--- config.mk ---
export PLATFORM = sky130hd
export DESIGN_NAME = order_cmp
export DESIGN_NICKNAME = d
export VERILOG_FILES = /design/src/rtl/mips_tb_pkg.sv /design/src/rtl/order_cmp.sv
export SDC_FILE = /design/constraint.sdc
export NUM_CORES = 1
export LEC_CHECK = 0
export CORE_MARGIN = 8
export CORE_UTILIZATION = 31
export DETAILED_ROUTE_END_ITERATION = 10
export PLACE_DENSITY = 0.8
export SLEW_MARGIN = 0
export SYNTH_ARGS = -nofsm -noshare
export SYNTH_HDL_FRONTEND = slang
export SYNTH_SLANG_ARGS = --single-unit
--- constraint.sdc ---
create_clock -name vclk -period 1.9
set_clock_uncertainty 0.05 [all_clocks]
set_input_delay 0.38 -clock vclk [all_inputs]
set_output_delay 0.38 -clock vclk [all_outputs]
set_load 0.01 [all_outputs]
--- src/rtl/mips_tb_pkg.sv ---
// Shared definitions for the memory sort checker: scan FSM encoding and the
// ordering predicate used to judge adjacent word pairs.
package mips_tb_pkg;

  typedef enum logic [1:0] {
    ST_IDLE = 2'd0,
    ST_SCAN = 2'd1,
    ST_DONE = 2'd2
  } scan_state_e;

  // Operands arrive already sign- or zero-extended to this width.
  localparam int MAX_W = 64;

  function automatic logic is_out_of_order(
    input logic [MAX_W-1:0] prev_word,
    input logic [MAX_W-1:0] cur_word,
    input logic             is_signed,
    input logic             descend
  );
    logic lt;
    logic gt;
    if (is_signed) begin
      lt = $signed(prev_word) < $signed(cur_word);
      gt = $signed(prev_word) > $signed(cur_word);
    end else begin
      lt = prev_word < cur_word;
      gt = prev_word > cur_word;
    end
    return descend ? lt : gt;
  endfunction

endpackage

--- src/rtl/order_cmp.sv ---
// Flags an adjacent pair (previous word, current word) that violates the
// configured ordering (signed/unsigned, ascending/descending).
module order_cmp
  import mips_tb_pkg::*;
#(
  parameter int DATA_W  = 32,
  parameter bit SIGNED  = 1'b0,
  parameter bit DESCEND = 1'b1
) (
  input  logic [DATA_W-1:0] prev_word,
  input  logic [DATA_W-1:0] cur_word,
  output logic              out_of_order
);

  logic [MAX_W-1:0] prev_x;
  logic [MAX_W-1:0] cur_x;

  generate
    if (SIGNED) begin : g_sext
      assign prev_x = MAX_W'($signed(prev_word));
      assign cur_x  = MAX_W'($signed(cur_word));
    end else begin : g_zext
      assign prev_x = MAX_W'(prev_word);
      assign cur_x  = MAX_W'(cur_word);
    end
  endgenerate

  assign out_of_order = is_out_of_order(prev_x, cur_x, SIGNED, DESCEND);

endmodule

==> results of run 1 <==
==> worst max path at each step <==
stage,from,end
floorplan,cur_word[1],out_of_order
detailed placement,cur_word[14],out_of_order
CTS,cur_word[1],out_of_order
finish,cur_word[4],out_of_order
global route,cur_word[5],out_of_order
global placement,prev_word[1],out_of_order
==> stage by stage <==
step,utilization,cells,power (uW),hold slack [ns]
6_report,0.816,213,439,1.18
3_5_place_dp,0.630,211,309,1.95
2_1_floorplan,-,110,124,0.996
4_1_cts,0.720,213,357,1.22
5_1_grt,0.816,213,481,1.21
3_3_place_gp,0.630,211,294,1.94
==> synth_stat cells (all sizes together) <==
library cell	number
nand4	2
a21oi	11
nor4b	1
ha	31
o21ai	4
a2111oi	1
or4	1
nand3	2
nor3	1
nor2	4
a21boi	1
inv	31
a221oi	2
nand2	10
o2bb2ai	1
nand2b	1
a21o	2
o21a	2
and4	2
==> power by group <==
| part | internal (uW) | switching [uW] | leakage (uW) |
|---|---|---|---|
| Combinational | 256 | 183 | 0.00108 |
| Sequential | 0 | 0 | 0 |
| Clock | 0 | 0 | 0 |
| Total | 256 | 183 | 0.00108 |
==> worst max-delay path: stages <==
cell	delay, ns
dlygate4sd2_1	0.19
inv_1	0.04
ha_1	0.20
a21oi_2	0.16
o21ai_2	0.08
o2bb2ai_2	0.12
or4_4	0.41
a21oi_2	0.13
buf_2	0.14
==> cells by family (layout without fill, tap and decap cells) <==
group                      Yosys count  in the layout  synth area share
adders and majority gates           31             31             0.486
buffers and inverters               31            104             0.146
AOI/OAI and AO/OA                   24             24             0.208
and+or+nand+nor                     24             24             0.160
==> placed cells by master, fill, tap and decap left out, types with 2 or more instances in the layout <==
| cell | n |
|---|---|
| and4_4 | 2 |
| o21ai_2 | 3 |
| dlymetal6s2s_1 | 27 |
| buf_2 | 5 |
| a21oi_4 | 2 |
| ha_1 | 4 |
| a21o_1 | 2 |
| clkdlybuf4s50_1 | 2 |
| nand2_1 | 6 |
| nand2_4 | 2 |
| ha_4 | 25 |
| inv_1 | 6 |
| inv_2 | 22 |
| nor2_1 | 3 |
| o21a_1 | 2 |
| a221oi_2 | 2 |
| nand4_1 | 2 |
| buf_6 | 9 |
| nand2_2 | 2 |
| dlygate4sd2_1 | 7 |
| nand3_1 | 2 |
| ha_2 | 2 |
| buf_4 | 9 |
| clkdlybuf4s15_1 | 6 |
| clkbuf_2 | 8 |
| a21oi_2 | 9 |
| inv_4 | 3 |
==> repair_timing <==
| action | CTS | global route |
|---|---|---|
| gates resized for setup | 121 | 104 |
| setup buffers | 2 | 0 |
| endpoints found under the setup margin | 1 | 1 |
| pin swaps | 31 | 42 |
==> metal layers <==
layer / wire length (um) / up-vias
li1: - / 526
met1: 1490 / 486
met2: 1930 / 53
met3: 295 / 2
met4: 15 / 0
met5: 0 / -
==> area by class of cell <==
class	instances	area, sq um
Multi-Input combinational cell	79	1130
Timing Repair Buffer	73	713
Fill cell	131	452
Inverter	31	124
Tap cell	30	37.5
==> summary by stage, run 1 <==
Outcome
The run finished, with violations left. The checks that failed: setup timing.

Global route
The via count of the first global-routing pass is about 1.2k. The met3 usage in global routing is 0.0336. The global-route met2 utilization is 0.269. The maximum number of pins on one net before global-route repair is 4. The total global routing overflow is 0. For met1 alone, demand over resource in global routing was 0.153. The initial antenna violation count was 0. The first global-routing pass estimated 5200 um of wire. The layer flagged by global routing as most heavily used is met2. The total global routing track utilization is 0.139.

Floorplan
The width of the die is roughly 67 um. The die height is about 67 um. The die covers ~0.0045 sq mm. After floorplanning, the core was divided into 18 placement rows. During I/O placement, the number of pins put on the boundary was 65. The total core area is roughly 0.0025 sq mm. For this configuration, the core starts out at a cell density of 0.325.

Routing
The total DRC errors in the routed layout is 0. The detail route stage leaves a number of antenna-violating nets equal to 0. After detailed routing, the average wire length per cell comes to roughly 18 um. For this run, the detailed router's first-pass iteration total came to 4. Summed over all layers, the routed wires come to around 3700 um. The average via count per standard cell is 5.01.

The detailed router placed 1067 vias in this run. In this run, the number of DRC markers left after iteration 0 of detailed routing was 21.

Timing
The minimum period implied by the final worst setup slack is roughly 2.3 ns. The count of endpoints failing setup in the final report is 1. Headroom to the max-slew limit came out at 0.820. Static timing analysis puts the maximum clock frequency at 437 MHz. Setup slack on the critical path of the routed design comes to -0.390 ns. The aggregate negative setup slack is -0.390 ns. The transition time at the pin with the least slew margin is roughly 0.27 ns.

Setup repair after global routing could not meet its margin everywhere. The final critical-path share of the clock period is 1.21. The number of endpoints with negative hold slack in the final report is 0. The max-slew violation count is 0.

Synthesis
The number of instances in the synthesized netlist is 110. Counting every net in the synthesized netlist gives 205. Summing every instance area after synthesis gives roughly 800 sq um.

The portion of synthesized cell area occupied by the leading cell type is 0.486. The cell type contributing the most total cell area after synthesis is ha_1. The count of distinct cell types in the synthesized netlist is 19. In the post-synthesis netlist, the biggest area contributors are ha_1 (49%), inv_1 (15%), a21oi_1 (6.9%).

In this run the mean area of a mapped cell was 7.26 sq um. The register area share after synthesis is 0. For this run, the number of Yosys warnings is 0.

Min path
The startpoint identified for the worst hold timing path is prev_word[15]. In this run the worst hold path is classified as input port to output port. The path with the worst hold slack has its endpoint at out_of_order. Counting instances, the worst hold path has a depth of 5.

Place
Input and output buffers added on the ports amount to 65. The placed instance area is 0.00155 sq mm. Routability-driven placement finished with a final weighted congestion of about 0.79.

Before CTS, the worst setup slack after placement is -1.25 ns. Summed over all nets, the half-perimeter wirelength after detailed placement is between 2000 and 2500 um.

Cells and area
The area growth from synthesis to layout is 151%. The number of antenna cells inserted is 0. The combined flip-flop and latch cell area is 0 sq um. The number of sequential cells is 0. The share of layout cells above drive strength 1 is 0.612. With fillers left out, the area of the finished cells amounts to between 0.002 and 0.0025 sq mm. At the end of the flow, the number of nets in the layout was 280. The clock buffer count in the final layout is 0.

Clock tree
The number of buffers inserted for hold repair after clock tree synthesis is 0.

Worst setup path
The worst setup path is of the input port to output port kind. STA puts the critical path data arrival time at 1.86 ns. STA classifies the critical path endpoint as an output port. The top fanout value on the critical path is 1. The nature of the critical path startpoint is an input port.

The worst endpoint required time is about 1.5 ns.

Run
Max-cap violations in this run came to 0.

Power and ir drop
The leakage power is about 0.0011 uW. The power density normalized to cell area is between 200 and 250 mW/mm^2. IR analysis of the VDD net gives a maximum drop of roughly 170 uV.
Note: power is estimated with default switching activity, not from simulation.
==> run 2, diff against run 1 <==
--- a/config.mk
+++ b/config.mk
@@ -9,7 +9,7 @@
 export CORE_UTILIZATION = 31
 export DETAILED_ROUTE_END_ITERATION = 10
 export PLACE_DENSITY = 0.8
-export SLEW_MARGIN = 0
+export SLEW_MARGIN = 20
 export SYNTH_ARGS = -nofsm -noshare
 export SYNTH_HDL_FRONTEND = slang
 export SYNTH_SLANG_ARGS = --single-unit
==> results of run 2 <==
Same layout as run 1: the final DEF is identical, and so are final timing and power.
